==> config.mk <==
export PLATFORM = sky130hd
export DESIGN_NAME = pipeline_hazard_ctrl
export DESIGN_NICKNAME = d
export VERILOG_FILES = /design/src/rtl/hazard_pkg.sv /design/src/rtl/sat_counter.sv /design/src/rtl/pipeline_hazard_ctrl.sv
export SDC_FILE = /design/constraint.sdc
export NUM_CORES = 1
export LEC_CHECK = 0
export ABC_AREA = 0
export ABC_CLOCK_PERIOD_IN_PS = 3100
export CELL_PAD_IN_SITES_DETAIL_PLACEMENT = 2
export CELL_PAD_IN_SITES_GLOBAL_PLACEMENT = 2
export CORE_UTILIZATION = 26
export DETAILED_ROUTE_END_ITERATION = 10
export GPL_TIMING_DRIVEN = 1
export PLACE_DENSITY = 0.78
export SLEW_MARGIN = 20
export SYNTH_ARGS = -nofsm -noshare
export SYNTH_HDL_FRONTEND = slang
export SYNTH_HIERARCHICAL = 1
export SYNTH_SLANG_ARGS = --single-unit
==> constraint.sdc <==
create_clock -name clk -period 3.1 [get_ports clk]
set_input_delay 0.31 -clock clk [delete_from_list [all_inputs] [get_ports clk]]
set_output_delay 0.31 -clock clk [all_outputs]
set_load 0.005 [all_outputs]
==> src/rtl/hazard_pkg.sv <==
// rtl/hazard_pkg.sv - shared types and constants for the pipeline hazard controller
package hazard_pkg;

    typedef enum logic [1:0] {
        RUN      = 2'd0,
        MD_BUSY  = 2'd1,
        MEM_WAIT = 2'd2
    } hz_state_t;

    localparam logic [4:0] REG_ZERO = 5'h00;

endpackage

==> src/rtl/sat_counter.sv <==
// rtl/sat_counter.sv - saturating up-counter with synchronous clear
module sat_counter #(
    parameter int W = 32
) (
    input  logic         clk,
    input  logic         clr,
    input  logic         inc,
    output logic [W-1:0] count
);

    always_ff @(posedge clk) begin
        if (clr) begin
            count <= '0;
        end else if (inc && (count != '1)) begin
            count <= count + 1'b1;
        end
    end

endmodule

==> src/rtl/pipeline_hazard_ctrl.sv <==
// rtl/pipeline_hazard_ctrl.sv - stall/flush controller for the 5-stage pipeline
module pipeline_hazard_ctrl
    import hazard_pkg::*;
#(
    parameter int MEM_TIMEOUT = 16,
    parameter int CNT_W       = 32
) (
    input  logic             clk,
    input  logic             reset,
    input  logic [4:0]       RS1D,
    input  logic [4:0]       RS2D,
    input  logic [4:0]       RDE,
    input  logic             MemReadE,
    input  logic             PCSrcE,
    input  logic             MulDivE,
    input  logic             MulDivDoneE,
    input  logic             DMemReqM,
    input  logic             DMemReadyM,
    output logic             StallF,
    output logic             StallD,
    output logic             StallE,
    output logic             StallM,
    output logic             FlushD,
    output logic             FlushE,
    output logic             FlushM,
    output logic             FlushW,
    output logic             MemErr,
    output logic [CNT_W-1:0] StallCycles,
    output logic [CNT_W-1:0] FlushCount
);

    localparam int TMO_W = $clog2(MEM_TIMEOUT + 1);
    localparam logic [TMO_W-1:0] TMO_MAX = TMO_W'(MEM_TIMEOUT);

    hz_state_t        state, state_next;
    hz_state_t        ret_state, ret_next;
    logic [TMO_W-1:0] tmo_cnt, tmo_next;
    logic             mem_stall, md_stall, load_use, branch_flush;

    assign mem_stall = DMemReqM & ~DMemReadyM;
    assign md_stall  = ((state == RUN) & MulDivE) | ((state == MD_BUSY) & ~MulDivDoneE);
    assign load_use  = MemReadE & (RDE != REG_ZERO) & ((RDE == RS1D) | (RDE == RS2D));

    always_comb begin
        StallF       = 1'b0;
        StallD       = 1'b0;
        StallE       = 1'b0;
        StallM       = 1'b0;
        FlushD       = 1'b0;
        FlushE       = 1'b0;
        FlushM       = 1'b0;
        FlushW       = 1'b0;
        branch_flush = 1'b0;
        state_next   = state;
        ret_next     = ret_state;
        tmo_next     = '0;

        // A pending branch waits behind memory and mul/div stalls; it is still in EX afterwards.
        if (!reset) begin
            if (mem_stall) begin
                StallF = 1'b1;
                StallD = 1'b1;
                StallE = 1'b1;
                StallM = 1'b1;
                FlushW = 1'b1;
            end else if (md_stall) begin
                StallF = 1'b1;
                StallD = 1'b1;
                StallE = 1'b1;
                FlushM = 1'b1;
            end else if (PCSrcE) begin
                FlushD       = 1'b1;
                FlushE       = 1'b1;
                branch_flush = 1'b1;
            end else if (load_use) begin
                StallF = 1'b1;
                StallD = 1'b1;
                FlushE = 1'b1;
            end
        end

        case (state)
            RUN, MD_BUSY: begin
                if (mem_stall) begin
                    state_next = MEM_WAIT;
                    ret_next   = md_stall ? MD_BUSY : RUN;
                end else if (state == RUN && MulDivE) begin
                    state_next = MD_BUSY;
                end else if (state == MD_BUSY && MulDivDoneE) begin
                    state_next = RUN;
                end
            end
            MEM_WAIT: begin
                // A mul/div finishing while memory is stalled must not be lost.
                if (MulDivDoneE) begin
                    ret_next = RUN;
                end
                if (DMemReadyM) begin
                    state_next = MulDivDoneE ? RUN : ret_state;
                end else begin
                    tmo_next = (tmo_cnt == TMO_MAX) ? tmo_cnt : tmo_cnt + 1'b1;
                end
            end
            default: begin
                state_next = RUN;
                ret_next   = RUN;
            end
        endcase
    end

    always_ff @(posedge clk) begin
        if (reset) begin
            state     <= RUN;
            ret_state <= RUN;
            tmo_cnt   <= '0;
            MemErr    <= 1'b0;
        end else begin
            state     <= state_next;
            ret_state <= ret_next;
            tmo_cnt   <= tmo_next;
            if (tmo_next == TMO_MAX) begin
                MemErr <= 1'b1;
            end
        end
    end

    sat_counter #(.W(CNT_W)) u_stall_cnt (
        .clk   (clk),
        .clr   (reset),
        .inc   (StallF),
        .count (StallCycles)
    );

    sat_counter #(.W(CNT_W)) u_flush_cnt (
        .clk   (clk),
        .clr   (reset),
        .inc   (branch_flush),
        .count (FlushCount)
    );

endmodule
==> flow_summary.json, run 1 <==
{
  "antenna_found_initial": 0,
  "tightestPinTransition_ns": 0.969,
  "synthSimpleGateAreaFrac": 0.322,
  "finalHoldViolCount": 0,
  "dieArea_sq_mm": 0.0161,
  "power.density_mw_per_mm2": 381,
  "drtIter0Drc": 159,
  "synth_fa_ha_area_frac": 0.0123,
  "cp.arrival_ns": 3.19,
  "io_buffer_count": 95,
  "synthXorXnorAreaFrac": 0.0625,
  "wl_per_cell_microns": 17.4,
  "clk_path_buf_depth": 2,
  "grt_pass1_wl_microns": 22500,
  "insertedDiodeCount": 0,
  "area_growth_pct": 38.2,
  "synth_top_area_share": 0.365,
  "grt_overflow_total": 0,
  "cp-end-kind": "flip-flop",
  "via_count": 4225,
  "core_area_sq_mm": 0.0152,
  "crit_fanout": 5,
  "clock.fmax_mhz": 342,
  "first_global_vias": 4496,
  "setup-tns-final_ns": 0,
  "fp-row-count": 45,
  "relSlewSlack": 0.346,
  "fin_skew_ns": 0.00445,
  "status": "complete, no violations",
  "clk_pin_slew_worst_paths_ns": 0.06,
  "synth_area_leaders": "dfxtp_1, a21oi_1, o31ai_1",
  "crit_path_start_kind": "input port",
  "dr.pass1.iters": 4,
  "nNetsFinal": 614,
  "grt_max_degree": 59,
  "synth_top_family_by_area": "simple AND/OR/NAND/NOR gates",
  "synth.cell_area_sq_mm": 0.00406,
  "ant_nets": 0,
  "cts_tree": "yes",
  "drv_cap": 0,
  "total_power_w": 0.00214,
  "yosys_warnings": 6,
  "cts.sinks": 74,
  "initial_core_util": 0.267,
  "hp-class": "in2reg",
  "multi_input_area_sq_mm": 0.00246,
  "synth_mux_area_frac": 0.0185,
  "cts_root_buf": "clkbuf_16",
  "drv_slew": 0,
  "syn_area_per_cell_sq_um": 8.41,
  "netlist_instances": 483,
  "fp.dieW_microns": 127,
  "cellLeakagePower_nw": 1.74,
  "finalCritPeriodShare": 0.942,
  "synth_cell_type_count": 56,
  "synth_compound_area_frac": 0.184,
  "hold_slack_ns": 0.298,
  "rsz0062_at_grt": "false",
  "synth_edf_count": 0,
  "synth_top_area_cell": "dfxtp_1",
  "clock_latency_ns": 0.35,
  "io_pins": 96,
  "ys_ff_latch": 74,
  "htreeDepth": 3,
  "async_flop_share": 0,
  "gp_congestion": 0.754,
  "drc": 0,
  "worstSetupPathType": "in2reg",
  "cts_made_buffers": 9,
  "die_h_microns": 127,
  "fin_crit_ns": 2.92,
  "grt_usage": 0.174,
  "synth_flop_cell": "dfxtp_1",
  "drive_gt1_frac": 0.111,
  "postLayoutCoreUtil": 0.369,
  "n_fill_cell": 1723,
  "setup_viol": 0,
  "ir_drop_mv": 0.260,
  "totalWireLength_microns": 13500,
  "avgViaCountPerCell": 5.42,
  "post-dp-hpwl_microns": 10100,
  "synth-seq-area-share": 0.365,
  "worst_ep_required_time_ns": 3.37,
  "seq_area_sq_mm": 0.00148,
  "synth_nets": 510
}
==> Yosys cell counts (all sizes together) (3+ instances only) <==
cell,number
nand2b,6
or4,25
o21ai,18
a21oi,46
ha,4
xnor2,14
buf,9
a2111oi,4
o31ai,25
nand3,31
nor3b,4
or3,23
nor2,40
xor2,15
o41ai,3
inv,8
a31o,3
a211oi,3
nand4,20
dfxtp,74
mux2i,3
and3,10
nand2,22
and4,8
nor4,10
a21o,3
mux2,4
nor3,8
clkbuf,17
nor2b,5
==> placed cells by master, fill, tap and decap left out, types with 7 or more instances in the layout <==
cell type / instances
nand2_1: 22
inv_1: 8
nor3_1: 8
a21oi_1: 46
o21ai_0: 17
xnor2_1: 14
o31ai_1: 25
nand4_1: 20
clkbuf_16: 9
clkdlybuf4s50_1: 94
or4_1: 24
or3_1: 20
nor2_1: 39
and4_1: 8
xor2_1: 15
dfxtp_1: 74
nand3_1: 29
buf_4: 24
and3_1: 7
==> registers in the layout (all words and copies together), names as in the netlist <==
register / cells
MemErr: 1
ret_state: 2
state: 2
tmo_cnt: 5
u_flush_cnt/count: 32
u_stall_cnt/count: 32
==> power by group <==
group / internal (W) / leakage (nW) / switching [W]
clock network: 0.000617 / 0.142 / 0.000417
registers: 0.000957 / 0.597 / 0.00000804
logic: 0.0000741 / 0.999 / 0.0000680
total: 0.00165 / 1.74 / 0.000493
==> path summary, 6_finish.rpt <==
| path | slack, ns | start | end | cells past startpoint |
|---|---|---|---|---|
| max reg2reg | 0.32 | state[0]$_SDFFE_PP0P_ | u_stall_cnt/count[25]$_SDFFE_PP0P_ | 10 |
| max | 0.18 | RDE[2] | u_stall_cnt/count[25]$_SDFFE_PP0P_ | 11 |
| min | 0.30 | reset | ret_state[0]$_SDFFE_PP0P_ | 2 |
| min reg2reg | 0.49 | ret_state[1]$_SDFFE_PP0P_ | ret_state[1]$_SDFFE_PP0P_ | 1 |
==> layout make-up <==
type	count	share of cell area
repair buffers	119	0.200
clock inverters	6	0.0102
well taps	188	0.0419
multi-input cells	375	0.438
inverters	8	0.00535
clock buffers	10	0.0408
flip-flops and latches	74	0.264
==> worst max-delay path, stage by stage <==
cell and delay (ns):
clkdlybuf4s50_1 0.49, xor2_1 0.20, nor3_1 0.17, a22oi_1 0.14, o41ai_2 0.37, nand4_1 0.26
nor4_2 0.34, buf_4 0.20, nand3_1 0.09, or4_1 0.43, a21oi_1 0.18
==> what timing repair did <==
item                       CTS  global route
setup buffers                0             1
setup endpoints to repair    0             1
hold buffers                 0             0
resized for setup            0             0
==> cell families after synthesis <==
family	after synthesis
AO/OA/AOI/OAI	114
XOR/XNOR	29
adder cells (fa/ha/maj)	4
buffers and inverters	34
flip-flops	74
multiplexers	7
AND/OR/NAND/NOR	221
==> per-stage QoR <==
step / worst slack, ns / area [sq um] / std cells
detailed placement: -0.204 / 5320 / 763
global route: 0.0111 / 5620 / 780
finish: 0.178 / 5620 / 780
global placement: -0.0174 / 5320 / 763
floorplan: 0.115 / 4070 / 483
CTS: 0.140 / 5610 / 779
==> metal layers <==
metal / GRT usage / up-vias / part of all wire
li1: - / 2042 / -
met1: 0.207 / 2092 / 0.46
met2: 0.305 / 78 / 0.49
met3: 0.0406 / 13 / 0.041
met4: 0.0588 / 0 / 0.013
met5: 0 / - / 0
No activity file was read; power rests on OpenSTA's default activity.
==> run 2, diff against run 1 <==
--- a/config.mk
+++ b/config.mk
@@ -10,10 +10,11 @@
 export CELL_PAD_IN_SITES_DETAIL_PLACEMENT = 2
 export CELL_PAD_IN_SITES_GLOBAL_PLACEMENT = 2
 export CORE_UTILIZATION = 26
+export CTS_CLUSTER_DIAMETER = 30
 export DETAILED_ROUTE_END_ITERATION = 10
 export GPL_TIMING_DRIVEN = 1
 export PLACE_DENSITY = 0.78
-export SLEW_MARGIN = 20
+export SLEW_MARGIN = 10
 export SYNTH_ARGS = -nofsm -noshare
 export SYNTH_HDL_FRONTEND = slang
 export SYNTH_HIERARCHICAL = 1
==> results of run 2 <==
Same layout as run 1: the final DEF is identical, and so are final timing and power.
